### config.mk
export PLATFORM = sky130hd
export DESIGN_NAME = ps2_host_tx
export DESIGN_NICKNAME = d
export VERILOG_FILES = /design/src/rtl/ps2_host_tx.sv
export SDC_FILE = /design/constraint.sdc
export NUM_CORES = 1
export LEC_CHECK = 0
export BUFFER_PORTS_ARGS = -buffer_cell sky130_fd_sc_hd__buf_2
export CORE_AREA = 2 2 85 70
export DETAILED_ROUTE_END_ITERATION = 8
export DIE_AREA = 0 0 87 72
export PLACE_DENSITY = 0.71
export SYNTH_ARGS = -nofsm -noshare
export SYNTH_HDL_FRONTEND = slang
export SYNTH_SLANG_ARGS = --single-unit
### constraint.sdc
create_clock -name clk48mhz -period 2.4 [get_ports clk48mhz]
set_clock_uncertainty 0.2 [all_clocks]
set_input_delay 0.36 -clock clk48mhz [delete_from_list [all_inputs] [get_ports clk48mhz]]
set_output_delay 0.36 -clock clk48mhz [all_outputs]
set_load 0.01 [all_outputs]
### src/rtl/ps2_host_tx.sv
// PS/2 host-to-device transmitter: inhibits the bus, issues a start bit and
// shifts one command byte (data, odd parity, stop) out on device clock falls,
// then checks the device ACK. The open-collector pads are driven through the
// *_oe outputs, where 1 means "pull the line low".
module ps2_host_tx #(
  parameter int INHIBIT_CYC = 5760,
  parameter int START_TMO   = 720000,
  parameter int XFER_TMO    = 96000,
  parameter int FILT_LEN    = 8
) (
  input  logic       clk48mhz,
  input  logic       reset,
  input  logic [7:0] tx_data,
  input  logic       tx_start,
  output logic       tx_busy,
  output logic       tx_done,
  output logic       tx_error,
  input  logic       ps2_clk_in,
  input  logic       ps2_dat_in,
  output logic       ps2_clk_oe,
  output logic       ps2_dat_oe
);

  localparam logic [2:0] S_IDLE     = 3'd0;
  localparam logic [2:0] S_INHIBIT  = 3'd1;
  localparam logic [2:0] S_WAIT1    = 3'd2;
  localparam logic [2:0] S_SEND     = 3'd3;
  localparam logic [2:0] S_ACK      = 3'd4;
  localparam logic [2:0] S_WAITIDLE = 3'd5;
  localparam logic [2:0] S_DONE     = 3'd6;
  localparam logic [2:0] S_ERR      = 3'd7;

  localparam int FW = $clog2(FILT_LEN) + 1;
  localparam logic [FW-1:0] FILT_LAST  = FW'(FILT_LEN - 1);
  localparam logic [19:0]   INH_LAST   = 20'(INHIBIT_CYC - 1);
  localparam logic [19:0]   START_LAST = 20'(START_TMO - 1);
  localparam logic [19:0]   XFER_LAST  = 20'(XFER_TMO - 1);

  logic [1:0]    clk_sync;
  logic [1:0]    dat_sync;
  logic          clk_s;
  logic          dat_s;
  logic          clk_filt;
  logic [FW-1:0] filt_cnt;
  logic          fall;
  logic [2:0]    state;
  logic [9:0]    sh;
  logic [19:0]   cnt;
  logic [3:0]    bitcnt;
  logic          tmo;
  logic          ack_bad;

  assign clk_s = clk_sync[1];
  assign dat_s = dat_sync[1];

  // Bring the raw pad levels into the clk48mhz domain; idle bus level is high.
  always_ff @(posedge clk48mhz or posedge reset) begin
    if (reset) begin
      clk_sync <= 2'b11;
      dat_sync <= 2'b11;
    end else begin
      clk_sync <= {clk_sync[0], ps2_clk_in};
      dat_sync <= {dat_sync[0], ps2_dat_in};
    end
  end

  // Deglitch the device clock: the filtered level follows only after FILT_LEN
  // consecutive differing samples, and a 1->0 change raises a one-cycle fall strobe.
  always_ff @(posedge clk48mhz or posedge reset) begin
    if (reset) begin
      clk_filt <= 1'b1;
      filt_cnt <= '0;
      fall     <= 1'b0;
    end else begin
      fall <= 1'b0;
      if (clk_s == clk_filt) begin
        filt_cnt <= '0;
      end else if (filt_cnt == FILT_LAST) begin
        clk_filt <= clk_s;
        filt_cnt <= '0;
        fall     <= clk_filt;
      end else begin
        filt_cnt <= filt_cnt + 1'b1;
      end
    end
  end

  // Abort conditions: a timeout beats a fall arriving on the same cycle, and a
  // high data line on the ACK clock means the device did not acknowledge.
  always_comb begin
    tmo     = 1'b0;
    ack_bad = 1'b0;
    if (state == S_WAIT1 && cnt == START_LAST)
      tmo = 1'b1;
    if ((state == S_SEND || state == S_ACK || state == S_WAITIDLE) && cnt == XFER_LAST)
      tmo = 1'b1;
    if (state == S_ACK && fall && dat_s)
      ack_bad = 1'b1;
  end

  // Transfer sequencer; line drives and status pulses are registered so that an
  // asynchronous reset releases both pads at once.
  always_ff @(posedge clk48mhz or posedge reset) begin
    if (reset) begin
      state      <= S_IDLE;
      sh         <= '0;
      cnt        <= '0;
      bitcnt     <= '0;
      tx_busy    <= 1'b0;
      tx_done    <= 1'b0;
      tx_error   <= 1'b0;
      ps2_clk_oe <= 1'b0;
      ps2_dat_oe <= 1'b0;
    end else begin
      tx_done  <= 1'b0;
      tx_error <= 1'b0;
      cnt      <= (cnt == '1) ? cnt : cnt + 20'd1;
      if (tmo || ack_bad) begin
        state      <= S_ERR;
        tx_error   <= 1'b1;
        tx_busy    <= 1'b0;
        ps2_clk_oe <= 1'b0;
        ps2_dat_oe <= 1'b0;
      end else begin
        case (state)
          S_IDLE: begin
            if (tx_start) begin
              sh         <= {1'b1, ~^tx_data, tx_data};
              tx_busy    <= 1'b1;
              ps2_clk_oe <= 1'b1;
              cnt        <= '0;
              state      <= S_INHIBIT;
            end
          end
          S_INHIBIT: begin
            if (cnt == INH_LAST) begin
              ps2_dat_oe <= 1'b1;
              ps2_clk_oe <= 1'b0;
              cnt        <= '0;
              state      <= S_WAIT1;
            end
          end
          S_WAIT1: begin
            if (fall) begin
              ps2_dat_oe <= ~sh[0];
              bitcnt     <= 4'd1;
              cnt        <= '0;
              state      <= S_SEND;
            end
          end
          S_SEND: begin
            if (fall) begin
              ps2_dat_oe <= ~sh[bitcnt];
              bitcnt     <= bitcnt + 4'd1;
              if (bitcnt == 4'd9)
                state <= S_ACK;
            end
          end
          S_ACK: begin
            if (fall)
              state <= S_WAITIDLE;
          end
          S_WAITIDLE: begin
            if (clk_filt && dat_s) begin
              tx_done <= 1'b1;
              tx_busy <= 1'b0;
              state   <= S_DONE;
            end
          end
          S_DONE:  state <= S_IDLE;
          S_ERR:   state <= S_IDLE;
          default: state <= S_IDLE;
        endcase
      end
    end
  end

endmodule

==> impl_metrics.tcl, run 1 <==
set metrics [dict create \
    status "finished clean" \
    die_y_um 72 \
    routed_wl_um 5540 \
    synth-main-ff-cell "dfrtp_1" \
    max_clock_freq_mhz 447 \
    clk_latency_ps 320 \
    syn_area_mm2 0.00285 \
    ir_worst_vdd_uv 438 \
    coreArea_mm2 0.00538 \
    tightest_slew_ps 483 \
    drtPass1Iterations 4 \
    antenna_cells 0 \
    layout-drive-gt1-share 0.290 \
    ys_seq_area_frac 0.460 \
    power_w 0.00263 \
    rows 24 \
    synthCells 262 \
    final_cells 355 \
    cp-endpoint "cnt[13]" \
    finalCriticalPeriod_ps 2240 \
    place_area_mm2 0.00304 \
    antenna_found_initial 0 \
    cts_tree "built" \
    overflow 0 \
    synth_edf_count 0 \
    gp_congestion 0.951 \
    grt_usage 0.196 \
    die-area_mm2 0.00626 \
    dp_cells 344 \
    path_max_fanout 13 \
    dp_hpwl_um 3850 \
    worstPathArrival_ps 2300 \
    grt_max_degree 53 \
    clk_pin_slew_ps 100 \
    root_buffer "clkbuf_8" \
    clock_sinks 52 \
    yosys.area_share.simple 0.244 \
    grt_pass1_wl_um 9580 \
    rsz0062_at_grt "false" \
    final_max_slew_viol_count 0 \
    syn_to_final_growth_pct 12.5 \
    initial_utilization 0.529 \
    cp_data_required_time_ps 2460 \
    synth-xor-area-share 0.0523 \
    pwr-share-clk 0.255 \
    cts-resized-gates 0 \
    r2r-end "cnt[13]" \
    final_cell_mix "dfrtp_1 (47), nor2_1 (23), nand2_1 (18), xnor2_1 (17), buf_2 (17)" \
    layout.nets 306 \
    setup_viol 0 \
    timing.rr.start "cnt[0]" \
    cts_buffers 5 \
    yosysWarnings 0 \
    syn_nets 279 \
    fin_area_mm2 0.00320 \
    grt_pass1_vias 1968 \
    p_per_area_mw_per_mm2 822 \
    drc 0 \
    reg2reg_slack_ps 160 \
    synth-compound-area-share 0.112 \
    async_flop_share 1.00 \
    slew_headroom 0.675 \
    vias 2085 \
    crit_path_end_kind "flip-flop" \
    crit_type "flip-flop to flip-flop" \
    synthAdderAreaFrac 0.0211 \
    hold_viol_final 0 \
    cap_viol_max_count 0 \
    crit_start "cnt[0]" \
    p_int_w 0.00180 \
    wire_per_inst_um 15.6 \
    fin_crit_sh 0.933 \
    finalCoreUtilization 0.595 \
    combPwrFrac 0.289 \
    ant_nets 0 \
    power.switching_w 0.000831 \
    hold_path.class "input pin to flip-flop" \
    synth_top_family_by_area "simple AND/OR/NAND/NOR gates" \
    synthMuxAreaShare 0.0734 \
    drt_iter0_drc 167 \
    h-tree-depth 2 \
    power_frac_seq 0.457 \
    cts_buffer_depth 2 \
    syn_area_per_cell_um2 10.9 \
    layout_commonest_cell "dfrtp_1" \
    crit_path_start_kind "flip-flop" \
    swShare 0.316 \
    p_leak_nw 1.30 \
    io_pins 18 \
    die_w_um 87 \
    fin_setup_tns_ps 0 \
    numPortBuffers 17 \
    reg2regPathDepth 6 \
    yosys_register_bits 52 \
    viasPerCell 5.87 \
    yosysUniqueCellTypes 62 \
]
==> cells in the mapped netlist (3+ instances only) <==
library cell	n	area share
dfrtp_1	47	0.41
nor2_1	23	0.030
nand2_1	18	0.024
xnor2_1	17	0.052
mux2_2	11	0.044
nand3_1	10	0.018
a21oi_1	7	0.012
a21oi_2	7	0.022
o21ai_0	6	0.011
dfstp_2	5	0.046
inv_1	5	0.0066
nand4_1	5	0.011
nor4_1	5	0.011
buf_2	4	0.0070
ha_1	4	0.018
mux2i_1	4	0.014
nand2b_1	4	0.0088
nand3b_1	4	0.011
nor3_1	4	0.0070
nor3b_1	4	0.011
and2_1	3	0.0066
and4b_1	3	0.011
nor3_2	3	0.011
o31ai_1	3	0.0079
or4_1	3	0.0079
==> metal layers <==
layer	part of all wire	GRT usage
met1	0.51	0.294
met2	0.44	0.284
met3	0.040	0.0387
met4	0.012	0.0642
met5	0	0
==> registers in the layout, indices dropped and copies added (netlist names) <==
signal	cells
clk_sync	2
fall	1
state	3
dat_sync	2
ps2_clk_oe	1
clk_filt	1
tx_error	1
ps2_dat_oe	1
sh	10
bitcnt	4
tx_busy	1
tx_done	1
cnt	20
filt_cnt	4
==> area by class of cell <==
| class | count | area (um^2) |
|---|---|---|
| clock inverters | 1 | 30.0 |
| repair buffers | 32 | 230 |
| flip-flops and latches | 52 | 1310 |
| fillers | 459 | 2170 |
| well taps | 65 | 81.3 |
| inverters | 5 | 18.8 |
| multi-input cells | 193 | 1440 |
| clock buffers | 7 | 96.3 |
==> power groups by stage <==
stage / Clock, W / Combinational, W / Sequential [W]
finish: 0.000670 / 0.000759 / 0.00120
global route: 0.000714 / 0.000840 / 0.00122
CTS: 0.000677 / 0.000766 / 0.00120
detailed placement: 0 / 0.000755 / 0.00122
floorplan: 0 / 0.000602 / 0.00116
global placement: 0 / 0.000741 / 0.00121
==> logic make-up after synthesis <==
| group | count (synthesis) |
|---|---|
| AND/OR/NAND/NOR | 111 |
| flip-flops | 52 |
| AO/OA/AOI/OAI | 43 |
| XOR/XNOR | 17 |
| buffers and inverters | 17 |
| multiplexers | 17 |
| adder cells (fa/ha/maj) | 5 |
==> how the worst min path moves through the flow <==
stage                           start          end  depth (start not counted)
after CTS                  tx_data[1]        sh[1]                          2
after floorplan           clk_sync[0]  clk_sync[1]                          0
final                      tx_data[3]        sh[3]                          2
after global placement    clk_sync[0]  clk_sync[1]                          0
after detailed placement  dat_sync[0]  dat_sync[1]                          0
after global routing       tx_data[1]        sh[1]                          2
==> metrics by stage <==
step / hold WS, ps / worst slack, ps
CTS: 95.0 / 167
global placement: 146 / 201
finish: 99.1 / 161
global route: 98.8 / 45.5
detailed placement: 148 / 176
floorplan: 145 / 290
==> critical path, stage by stage (launching register included) <==
cell and delay [ps]:
dfrtp_1 410, ha_1 260, and2_1 180, and2_4 180
and2_4 180, or4_2 630, a21oi_2 150
==> what timing repair did <==
item / CTS / global route
hold buffers: 3 / 0
buffers inserted: 0 / 0
hold endpoints to repair: 49 / 0
setup endpoints to repair: 0 / 0
No activity file was read; power rests on OpenSTA's default activity.
==> run 2, diff against run 1 <==
--- a/config.mk
+++ b/config.mk
@@ -7,6 +7,7 @@
 export LEC_CHECK = 0
 export BUFFER_PORTS_ARGS = -buffer_cell sky130_fd_sc_hd__buf_2
 export CORE_AREA = 2 2 85 70
+export CTS_CLUSTER_SIZE = 28
 export DETAILED_ROUTE_END_ITERATION = 8
 export DIE_AREA = 0 0 87 72
 export PLACE_DENSITY = 0.71
==> constraint.sdc (replaced) <==
create_clock -name clk48mhz -period 2.8 [get_ports clk48mhz]
set_clock_uncertainty 0.2 [all_clocks]
set_input_delay 0 -clock clk48mhz [delete_from_list [all_inputs] [get_ports clk48mhz]]
set_output_delay 0 -clock clk48mhz [all_outputs]
set_load 0.01 [all_outputs]
==> run 2 against run 1 <==
Flip-flop and latch count unchanged; design area decreased by 0.90%; die area unchanged; critical path type unchanged; largest power group unchanged.
==> impl_metrics.tcl, run 2 (same netlist as run 1, synthesis figures left out) <==
set metrics [dict create \
    setup_viol 0 \
    tightest_slew_ps 523 \
    antenna_found_initial 0 \
    ir_worst_vdd_uv 348 \
    syn_to_final_growth_pct 11.5 \
    layout_commonest_cell "dfrtp_1" \
    worst_slack_ps 349 \
    crit_path_start_kind "flip-flop" \
    h-tree-depth 2 \
    cts_tree "built" \
    numPortBuffers 17 \
    coreArea_mm2 0.00538 \
    wire_per_inst_um 15.4 \
    initial_utilization 0.529 \
    ant_nets 0 \
    regArea_mm2 0.00131 \
    cp_data_required_time_ps 2810 \
    clk_pin_slew_ps 90 \
    gp_congestion 0.822 \
    worstPathCellList "nor4_1 > and4b_1 > a21oi_2 > nor4b_4 > buf_4 > a311oi_2" \
    routed_wl_um 5480 \
    crit_slowest_cell "dfrtp_1" \
    fin_crit_sh 0.875 \
    dp_hpwl_um 3900 \
    overflow 0 \
    root_buffer "clkbuf_8" \
    grt_max_degree 29 \
    cts_buffer_depth 2 \
    largest_register_ffs 20 \
    post_cts_buffers 0 \
    slew_headroom 0.648 \
    die_w_um 87 \
    grt_usage 0.200 \
    worstPathArrival_ps 2460 \
    power_w 0.00207 \
    fin_setup_tns_ps 0 \
    clock_sinks 52 \
    nFillCells 446 \
    layout.nets 307 \
    crit_path_end_kind "flip-flop" \
    p_leak_nw 1.27 \
    dp_cells 336 \
    finalCriticalPeriod_ps 2450 \
    antenna_cells 0 \
    vias 2077 \
    rows 24 \
    max_clock_freq_mhz 408 \
    regMostFlops "cnt" \
    drtPass1Iterations 4 \
    cts_buffers 5 \
    grt_pass1_vias 2149 \
    p_per_area_mw_per_mm2 652 \
    cap_viol_max_count 0 \
    drt_iter0_drc 75 \
    hold_path.class "input pin to async pin" \
    final_cell_mix "dfrtp_1 (47), nor2_1 (23), nand2_1 (18), xnor2_1 (17), buf_2 (17)" \
    rsz0062_at_grt "false" \
    die_y_um 72 \
    grt_pass1_wl_um 10100 \
    hold_viol_final 0 \
    drc 0 \
    status "finished clean" \
    final_cells 356 \
    worst-path-buf-inv 1 \
    path_max_fanout 20 \
    max_stage_delay_ps 560 \
    final_max_slew_viol_count 0 \
    viasPerCell 5.83 \
    multi_input_area_mm2 0.00144 \
    io_pins 18 \
    pre_cts_ws_ps 391 \
    crit_type "flip-flop to flip-flop" \
    clk_latency_ps 300 \
    largestRegisters "cnt x20, sh x10" \
    die-area_mm2 0.00626 \
    layout-drive-gt1-share 0.261 \
    cp_top_family "simple AND/OR/NAND/NOR gates" \
]
[run 2: cell types whose count changed in the layout (fill, tap and decap cells not counted), sizes merged]
cell         delta
bufinv          -1
clkbuf          -1
dlygate4sd3     +9
clkinv          +2
buf             -8
[run 2: power by group]
part | switching [W] | total (W) | internal, W
combinational | 0.000303 | 0.000598 | 0.000295
sequential | 0.000139 | 0.00104 | 0.000901
clock | 0.000233 | 0.000431 | 0.000198
[run 2: final timing paths]
kind,from,to,slack (ps),cells past startpoint
worst min-delay path,reset,sh[6],70,3
worst max register to register,state[1],cnt[16],350,6
worst min register to register,clk_sync[0],clk_sync[1],170,0
min in group clk48mhz,ps2_clk_in,clk_sync[0],140,2
max in group asynchronous,reset,tx_done,1570,4
worst max-delay path,state[1],cnt[16],350,6
[run 2: final cells by class]
type / count / share of cell area
clock buffers: 6 / 0.0260
clock inverters: 2 / 0.00316
repair buffers: 33 / 0.0742
multi-input cells: 193 / 0.453
inverters: 5 / 0.00592
flip-flops and latches: 52 / 0.412
well taps: 65 / 0.0256
[run 2: metrics by stage]
stage | util | instance area (um^2) | hold WS [ps]
after floorplan | - | 2850 | -196
after global placement | 0.551 | 2960 | -141
after detailed placement | 0.551 | 2960 | -132
after CTS | 0.590 | 3170 | 82.3
after global routing | 0.590 | 3170 | 136
final | 0.590 | 3170 | 75.0
[run 2: repair_timing]
| action | in CTS | in global routing |
|---|---|---|
| hold buffers | 12 | 0 |
| gates resized for setup | 0 | 0 |
| endpoints found under the hold margin | 36 | 0 |
[run 2: worst min-delay path, cell delays in order]
cell           delay [ps]
dlygate4sd3_1         530
buf_2                 120
inv_2                 380
[run 2: metal layers]
metal | routed length [um] | track usage
met1 | 2740 | 0.290
met2 | 2480 | 0.305
met3 | 227 | 0.0455
met4 | 44 | 0.0556
met5 | 0 | 0
==> run 3, diff against run 2 <==
--- a/config.mk
+++ b/config.mk
@@ -5,7 +5,7 @@
 export SDC_FILE = /design/constraint.sdc
 export NUM_CORES = 1
 export LEC_CHECK = 0
-export BUFFER_PORTS_ARGS = -buffer_cell sky130_fd_sc_hd__buf_2
+export BUFFER_PORTS_ARGS = -buffer_cell sky130_fd_sc_hd__buf_4
 export CORE_AREA = 2 2 85 70
 export CTS_CLUSTER_SIZE = 28
 export DETAILED_ROUTE_END_ITERATION = 8
==> run 3 against run 2 <==
Via count increased by 0.87%; non-clock buffer count did not move; first-iteration DRC count up 130%; combinational power rose by 2%; maximum frequency decreased by 0.26%; design area increased by 1.9%; count of clock-buffer cells in the layout is 1 lower; critical path depth is the same; setup slack got worse by 6.4 ps; critical path type unchanged; largest power group unchanged.
==> impl_metrics.tcl, run 3 (same netlist as run 1, synthesis figures left out) <==
set metrics [dict create \
    grt_pass1_wl_um 9520 \
    pwr-share-clk 0.236 \
    syn_to_final_growth_pct 13.6 \
    max_stage_delay_ps 560 \
    wire_per_inst_um 15.1 \
    io_pins 18 \
    slew_headroom 0.646 \
    vias 2095 \
    routed_wl_um 5380 \
    regMostFlops "cnt" \
    cp_data_required_time_ps 2820 \
    die_y_um 72 \
    finalCoreUtilization 0.601 \
    reg2regPathDepth 6 \
    status "finished clean" \
    coreArea_mm2 0.00538 \
    viasPerCell 5.88 \
    worstPathCellList "nor4_1 > and4b_1 > a21oi_2 > nor4b_4 > buf_4 > nor3_2" \
    cts-resized-gates 0 \
    fin_area_mm2 0.00323 \
    h-tree-depth 2 \
    final_max_slew_viol_count 0 \
    die_w_um 87 \
    combPwrFrac 0.284 \
    layout.nets 307 \
    fin_setup_tns_ps 0 \
    largest_register_ffs 20 \
    drt_iter0_drc 175 \
    place_area_mm2 0.00300 \
    antenna_cells 0 \
    hold_buffers 12 \
    crit_type "flip-flop to flip-flop" \
    clock_sinks 52 \
    r2r-end "cnt[18]" \
    root_buffer "clkbuf_8" \
    numPortBuffers 17 \
    p_leak_nw 1.29 \
    dp_hpwl_um 3820 \
    ant_nets 0 \
    grt_usage 0.192 \
    gp_congestion 0.867 \
    layout-drive-gt1-share 0.261 \
    setup_viol 0 \
    initial_utilization 0.529 \
    p_per_area_mw_per_mm2 667 \
    ir_worst_vdd_uv 454 \
    timing.rr.start "state[1]" \
    layout_commonest_cell "dfrtp_1" \
    cts_buffers 5 \
    hold_path.class "input pin to async pin" \
    grt_pass1_vias 2002 \
    clk_pin_slew_ps 100 \
    power_frac_seq 0.480 \
    antenna_found_initial 0 \
    overflow 0 \
    rows 24 \
    crit_path_start_kind "flip-flop" \
    die-area_mm2 0.00626 \
    grt_max_degree 29 \
    swShare 0.319 \
    reg2reg_slack_ps 340 \
    tightest_slew_ps 525 \
    hold_viol_final 0 \
    cts_tree "built" \
    rsz0062_at_grt "false" \
    drtPass1Iterations 4 \
    cap_viol_max_count 0 \
    crit_path_end_kind "flip-flop" \
    largestRegisters "cnt x20, sh x10" \
    drc 0 \
    clk_latency_ps 300 \
    final_cell_mix "dfrtp_1 (47), nor2_1 (23), buf_4 (21), nand2_1 (18), xnor2_1 (17)" \
    crit_slowest_cell "nor4_1" \
    fin_crit_sh 0.878 \
    power.switching_w 0.000687 \
    cts_buffer_depth 2 \
    path_max_fanout 20 \
    max_clock_freq_mhz 407 \
    p_int_w 0.00147 \
    finalCriticalPeriod_ps 2460 \
    worstPathArrival_ps 2470 \
    post_cts_buffers 0 \
]
-- run 3: changes by cell type in the layout (fill, tap and decap cells not counted) --
cell	previous run	this run
clkbuf_8	6	5
clkinvlp_4	0	1
bufinv_16	0	1
buf_4	4	21
buf_2	17	0
clkinv_2	2	1
-- run 3: worst max path at each step --
stage | end | start | cells after the start | slack, ps
after floorplan | cnt[13] | cnt[0] | 6 | 690
after CTS | cnt[18] | state[1] | 6 | 370
after detailed placement | cnt[18] | state[1] | 6 | 370
after global placement | cnt[16] | state[1] | 6 | 430
final | cnt[18] | state[1] | 6 | 340
after global routing | cnt[6] | state[1] | 6 | 100
-- run 3: power by group through the flow --
stage	clock (W)	combinational [W]	sequential [W]
after floorplan	0	0.000516	0.000997
after global placement	0	0.000592	0.00105
after detailed placement	0	0.000600	0.00105
after CTS	0.000526	0.000618	0.00104
after global routing	0.000555	0.000692	0.00106
final	0.000508	0.000612	0.00104
-- run 3: routing by layer --
metal	wire length, um	track usage	up-vias
li1	-	-	1025
met1	2730	0.289	1005
met2	2350	0.282	63
met3	285	0.0421	2
met4	25	0.0451	0
met5	0	0	-
-- run 3: worst max-delay path: cells and delay by family (launching register included) --
kind / cells / cell delay, ps
buffers and inverters: 1 / 240
AOI/OAI and AO/OA: 1 / 270
DFF: 1 / 550
and+or+nand+nor: 4 / 1110
-- run 3: layout make-up --
cell class / count / area, um^2
clock buffer: 5 / 68.8
tap: 65 / 81.3
inverter: 5 / 18.8
multi-input combinational: 193 / 1440
clock inverter: 3 / 42.5
timing repair buffer: 33 / 278
fill: 436 / 2140
sequential: 52 / 1310
-- run 3: stage by stage --
stage	cells	hold slack [ps]	setup WS [ps]	total power, W
after floorplan	262	-196	690	0.00151
after global placement	336	-121	434	0.00164
after detailed placement	336	-122	374	0.00165
after CTS	356	98.3	374	0.00218
after global routing	356	129	103	0.00231
final	356	89.3	343	0.00216
